$ cat config.mk
export PLATFORM = sky130hd
export DESIGN_NAME = nco_wavegen
export DESIGN_NICKNAME = d
export VERILOG_FILES = /design/src/rtl/nco_wavegen.sv
export SDC_FILE = /design/constraint.sdc
export NUM_CORES = 1
export LEC_CHECK = 0
export CORE_MARGIN = 1
export CORE_UTILIZATION = 53
export CTS_CLUSTER_DIAMETER = 200
export DETAILED_ROUTE_END_ITERATION = 12
export PLACE_DENSITY = 0.88
export RECOVER_POWER = 25
export SYNTH_ARGS = -nofsm -noshare
export SYNTH_HDL_FRONTEND = slang
export SYNTH_SLANG_ARGS = --single-unit
$ cat constraint.sdc
create_clock -name clk -period 3.48 [get_ports clk]
set_clock_uncertainty 0.15 [all_clocks]
set_input_delay 0.348 -clock clk [delete_from_list [all_inputs] [get_ports clk]]
set_output_delay 0.348 -clock clk [all_outputs]
set_load 0.02 [all_outputs]
$ cat src/rtl/nco_wavegen.sv
// Phase-accumulator NCO with sine/saw/triangle/square shaping and offset-binary output.
// Optional amplitude scaling stage enabled by defining NCO_AMP_SCALE_EN.
module nco_wavegen #(
    parameter int ACC_W = 24,
    parameter int OUT_W = 8
) (
    input  logic             clk,
    input  logic             rst_n,
    input  logic             enable,
    input  logic [ACC_W-1:0] ftw_in,
    input  logic             ftw_load,
    input  logic [1:0]       mode_in,
    input  logic [ACC_W-1:0] phase_ofs,
    input  logic             sync_clr,
`ifdef NCO_AMP_SCALE_EN
    input  logic [7:0]       amp,
`endif
    output logic [OUT_W-1:0] wave_out,
    output logic             wave_valid,
    output logic             wrap
);

`ifdef NCO_AMP_SCALE_EN
    localparam int STAGES = 3;
`else
    localparam int STAGES = 2;
`endif
    // Only the top OUT_W+1 phase bits ever reach the shaper.
    localparam int P_W = OUT_W + 1;
    localparam logic [OUT_W-1:0] MID = {1'b1, {(OUT_W-1){1'b0}}};

    localparam logic [6:0] SINE_Q [64] = '{
        7'd2,   7'd5,   7'd8,   7'd11,  7'd14,  7'd17,  7'd20,  7'd23,
        7'd26,  7'd29,  7'd32,  7'd35,  7'd38,  7'd41,  7'd44,  7'd47,
        7'd50,  7'd53,  7'd56,  7'd58,  7'd61,  7'd64,  7'd67,  7'd69,
        7'd72,  7'd74,  7'd77,  7'd79,  7'd82,  7'd84,  7'd86,  7'd89,
        7'd91,  7'd93,  7'd95,  7'd97,  7'd99,  7'd101, 7'd103, 7'd105,
        7'd106, 7'd108, 7'd110, 7'd111, 7'd113, 7'd114, 7'd115, 7'd117,
        7'd118, 7'd119, 7'd120, 7'd121, 7'd122, 7'd123, 7'd124, 7'd124,
        7'd125, 7'd125, 7'd126, 7'd126, 7'd127, 7'd127, 7'd127, 7'd127
    };

    logic [ACC_W-1:0] acc, ftw_act, ftw_sh;
    logic [1:0]       mode_act, mode_sh, mode_s1;
    logic             pending;
    logic [ACC_W:0]   sum;
    logic             apply;
    logic [P_W-1:0]   p_s1;
    logic [OUT_W-1:0] wave_s2;
    logic [STAGES:1]  vld_pipe;

    assign sum   = {1'b0, acc} + {1'b0, ftw_act};
    // Shadowed tuning/mode only take effect at a phase wrap, a clear, or while idle.
    assign apply = pending & (sync_clr | ~enable | sum[ACC_W]);

    logic             msb;
    logic [5:0]       sidx;
    logic [6:0]       q;
    logic [7:0]       s8;
    logic [OUT_W-1:0] tri_t, shape_w;

    always_comb begin
        msb   = p_s1[P_W-1];
        sidx  = p_s1[P_W-2] ? ~p_s1[P_W-3 -: 6] : p_s1[P_W-3 -: 6];
        q     = SINE_Q[sidx];
        s8    = 8'd128 + {1'b0, q};
        if (msb) s8 = ~s8;
        tri_t = p_s1[P_W-2 -: OUT_W];
        case (mode_s1)
            2'b00:   shape_w = OUT_W'(s8) << (OUT_W - 8);
            2'b01:   shape_w = p_s1[P_W-1 -: OUT_W];
            2'b10:   shape_w = msb ? ~tri_t : tri_t;
            default: shape_w = msb ? '0 : '1;
        endcase
    end

    always_ff @(posedge clk) begin
        if (rst_n) begin
            acc      <= '0;
            ftw_act  <= '0;
            mode_act <= 2'b00;
            ftw_sh   <= '0;
            mode_sh  <= 2'b00;
            pending  <= 1'b0;
            wrap     <= 1'b0;
            p_s1     <= '0;
            mode_s1  <= 2'b00;
            wave_s2  <= MID;
            vld_pipe <= '0;
        end else begin
            if (sync_clr) begin
                acc  <= '0;
                wrap <= 1'b0;
            end else if (enable) begin
                acc  <= sum[ACC_W-1:0];
                wrap <= sum[ACC_W];
            end else begin
                wrap <= 1'b0;
            end
            if (apply) begin
                ftw_act  <= ftw_sh;
                mode_act <= mode_sh;
                pending  <= 1'b0;
            end
            // A load coinciding with an apply keeps the newer word pending.
            if (ftw_load) begin
                ftw_sh  <= ftw_in;
                mode_sh <= mode_in;
                pending <= 1'b1;
            end
            p_s1     <= P_W'((acc + phase_ofs) >> (ACC_W - P_W));
            mode_s1  <= mode_act;
            wave_s2  <= shape_w;
            vld_pipe <= {vld_pipe[STAGES-1:1], enable};
        end
    end

`ifdef NCO_AMP_SCALE_EN
    // Offset-binary to signed is an msb flip; scale by amp/256 and flip back.
    logic [OUT_W-1:0] scaled;
    always_comb
        scaled = OUT_W'(({{9{~wave_s2[OUT_W-1]}}, ~wave_s2[OUT_W-1], wave_s2[OUT_W-2:0]}
                         * {{(OUT_W+1){1'b0}}, amp}) >> 8);

    always_ff @(posedge clk) begin
        if (rst_n) wave_out <= MID;
        else       wave_out <= {~scaled[OUT_W-1], scaled[OUT_W-2:0]};
    end
`else
    assign wave_out = wave_s2;
`endif

    assign wave_valid = vld_pipe[STAGES];

endmodule

==> summary.md <==
| Metric | Value |
|---|---|
| Synth top area share | ~28% |
| Synth unique cells | 77 |
| Site Rows | 41 |
| Final net count | ~1000 |
| Vias | around 6400 |
| Crit-path cells | xor2_1, ha_1, mux2i_1, o32a_1, nand2_1, mux2_2, o31ai_1, nor4_1, o41a_1 |
| Leading area contributor after synthesis | dfxtp_1 |
| Bufs on Longest Clock Path | 2 |
| Status | complete, but fails checks |
| Area growth, synth to finish | 14.2% |
| Share of cells above drive strength 1 | under 10% |
| Final min period | just under 3 ns |
| Setup TNS | 0 ns |
| First-pass GRT wire length | around 28000 um |
| Buffers on Ports | 64 |
| WL/cell | 15.6 um |
| Leak Pwr | between 0.003 and 0.004 uW |
| Die ar. | 0.0139 mm2 |
| Cells after synthesis | between 800 and 900 |
| Max incr delay on CP | 0.40 ns |
| Fmax | 0.338 GHz |
| Total CTS buffers | 9 |
| Clk pin slew, worst setup/hold paths | ~0.070 ns |
| Die width | 118 um |
| # IOs | between 60 and 70 |
| CORE AREA | about 0.013 mm2 |
| Worst setup EP type | flop |
| Worst-skew pair later-pin latency | ~0.34 ns |
| Slew Limit Fails | 99 |
| Placed cell count | roughly 1100 |
| Clk pwr share | between 30 and 40% |
| Post-route clock period utilization | between 80% and 90% |
| Syn avg cell area | roughly 8.4 um2 |
| # diodes | 0 |
| EDFF count, synth | 0 |
| Asr flop ratio synth | 0% |
| Net Switching | around 780 uW |
| Most common cell in the netlist | dfxtp_1 |
| Layout Cells excl Fill | 1066 |
| Sw Share | 27.6% |
| CTS tree | yes |
| Vias in the first global route | ~5900 |
| Final Setup Violations | 0 |
| Clock sinks | ~100 |
| DR iter-0 viols | 571 |
| Synth Flop Type | dfxtp_1 |
| Vias per cell | about 6.0 |
| Setup Buffers After CTS | 0 |
| Syn Nets | approximately 960 |
| 1st-pass router iterations | 5 |
| Warnings from Yosys | 0 |
| Drt drc | 0 |
| Max_cap viols | 1 |
| Cts repair resizes | 0 |
| Starting Density | between 50% and 60% |
| Post-synthesis sequential area ratio | between 20 and 30% |
| Crit-path max FO | 7 |
| Root buf cell | clkbuf_16 |
| Slowest CP cell | o41a_1 |
| Cts-stage hold buffer count | 0 |
| Worst hold-check path type | input port to flop |
| Post-Syn Area | about 0.0071 mm2 |
| Final Hold Viols | 0 |
| Grt ovf | 0 |
| Tot GR Track Use | 24.3% |
| Worst Tran Pin Value | ~1.6 ns |
| Max-Slew Margin vs Limit | -3.49% |
| WP data arrival | between 3 and 4 ns |
| Initial antenna violation count | 0 |
| Worst EP required | 3.55 ns |
| Commonest cells in the netlist | 99 x dfxtp_1, 88 x nor2_1, 72 x mux2i_1 |
| CP top delay family | compound AO/OA/AOI/OAI gates |
| Top cells by area, synth | dfxtp_1 28%, mux2i_1 10%, ha_1 9.3% |
| Critical path buffers and inverters | 0 |
| GP Congestion | about 0.95 |
| HPWL after DPL | between 10000 and 15000 um |
| Largest net degree at the start of global routing | 99 |
| Final wirelength | 16700 um |
| Failing checks | max-capacitance violations, max-slew violations |
| RSZ-0062 raised after global routing | no |
| H-tree levels | 3 |
| Setup CP Type | flop to flop |
| Comb power frac | 20.3% |
| Synthesis-stage register bit count | approximately 100 |
| Power per cell area | between 300 and 400 mW/mm2 |
| Chip height | around 120 um |
| Sequential cell fraction of total power | 43.4% |
| CP Launch Type | flop |
| Internal power | roughly 2000 uW |
| Worst vdd ir | 0.000306 V |
| DRT antenna net count | 0 |
## flip-flops by register name, indices dropped and copies added (netlist names)
register,flops
mode_act,2
mode_s1,2
wave_out,8
wrap,1
ftw_act,24
acc,24
mode_sh,2
pending,1
ftw_sh,24
p_s1,9
vld_pipe,2
## worst register-to-register path, cell delays in order, from the launching register on
cell,delay [ns]
dfxtp_1,0.39
xor2_1,0.32
ha_1,0.39
mux2i_1,0.25
o32a_1,0.20
nand2_1,0.07
mux2_2,0.27
o31ai_1,0.31
nor4_1,0.09
o41a_1,0.40
## per-stage QoR
step / util [%] / setup slack [ns] / area (um2) / hold slack [ns] / total power [uW]
CTS: 63.1 / 0.540 / 8130 / 0.0845 / 2820
global route: 63.1 / 0.305 / 8120 / 0.187 / 2950
global placement: 60.7 / 0.454 / 7820 / 0.275 / 1800
floorplan: - / 0.191 / 7110 / 0.264 / 1640
finish: 63.1 / 0.518 / 8120 / 0.158 / 2820
detailed placement: 60.7 / 0.442 / 7820 / 0.282 / 1810
## per-layer routing
layer / global-route usage, % / up-vias / wire, um
met5: 0 / - / 0
met2: 39.4 / 200 / 7690
met3: 3.73 / 26 / 763
met4: 8.49 / 0 / 320
li1: - / 3183 / -
met1: 32.7 / 2975 / 7880
## power by group through the flow
| stage | Combinational (uW) | Clock, uW | Sequential (uW) |
|---|---|---|---|
| after CTS | 567 | 1030 | 1220 |
| final | 573 | 1020 | 1220 |
| after global routing | 625 | 1100 | 1230 |
| after global placement | 554 | 0 | 1250 |
| after floorplan | 392 | 0 | 1240 |
| after detailed placement | 563 | 0 | 1250 |
## kinds of logic after synthesis
family / count (synthesis) / share of synthesized area (%)
mux: 79 / 11.2
compound gates: 207 / 20.2
fa+ha+maj: 54 / 9.60
buf+inv: 76 / 5.19
flops: 99 / 27.9
simple gates: 311 / 22.6
xor+xnor: 26 / 3.31
## final timing paths
path	to	cells past startpoint	startpoint	slack [ns]
setup / recovery	wave_out[2]$_SDFF_PP0_	9	p_s1[7]$_SDFF_PP0_	0.52
hold / removal	pending$_SDFFE_PP0P_	2	rst_n	0.16
setup reg to reg	wave_out[2]$_SDFF_PP0_	9	p_s1[7]$_SDFF_PP0_	0.52
hold reg to reg	vld_pipe[2]$_SDFF_PP0_	1	vld_pipe[1]$_SDFF_PP0_	0.29
## area by class of cell
class                      count  area [um2]
clock buffer                  10         239
inverter                      25        93.8
fill                        1099        4750
multi-input combinational    677        4780
timing repair buffer          77         742
tap                          172         215
clock inverter                 6        72.6
sequential                    99        1980
## cells in the final DEF (no fill, tap or decap), drive strengths merged, types with 13 or more instances in the layout
| master | Yosys | final |
|---|---|---|
| a21o | 14 | 14 |
| a21oi | 59 | 59 |
| clkdlybuf4s50 | 0 | 63 |
| dfxtp | 99 | 99 |
| ha | 53 | 53 |
| inv | 23 | 25 |
| mux2i | 72 | 72 |
| nand2 | 40 | 40 |
| nand2b | 68 | 68 |
| nand3 | 28 | 28 |
| nor2 | 88 | 88 |
| nor2b | 15 | 15 |
| nor3 | 20 | 20 |
| o211ai | 14 | 14 |
| o21ai | 25 | 25 |
| o22ai | 13 | 13 |
| xnor2 | 15 | 15 |
(Power assumes the default switching activity.)
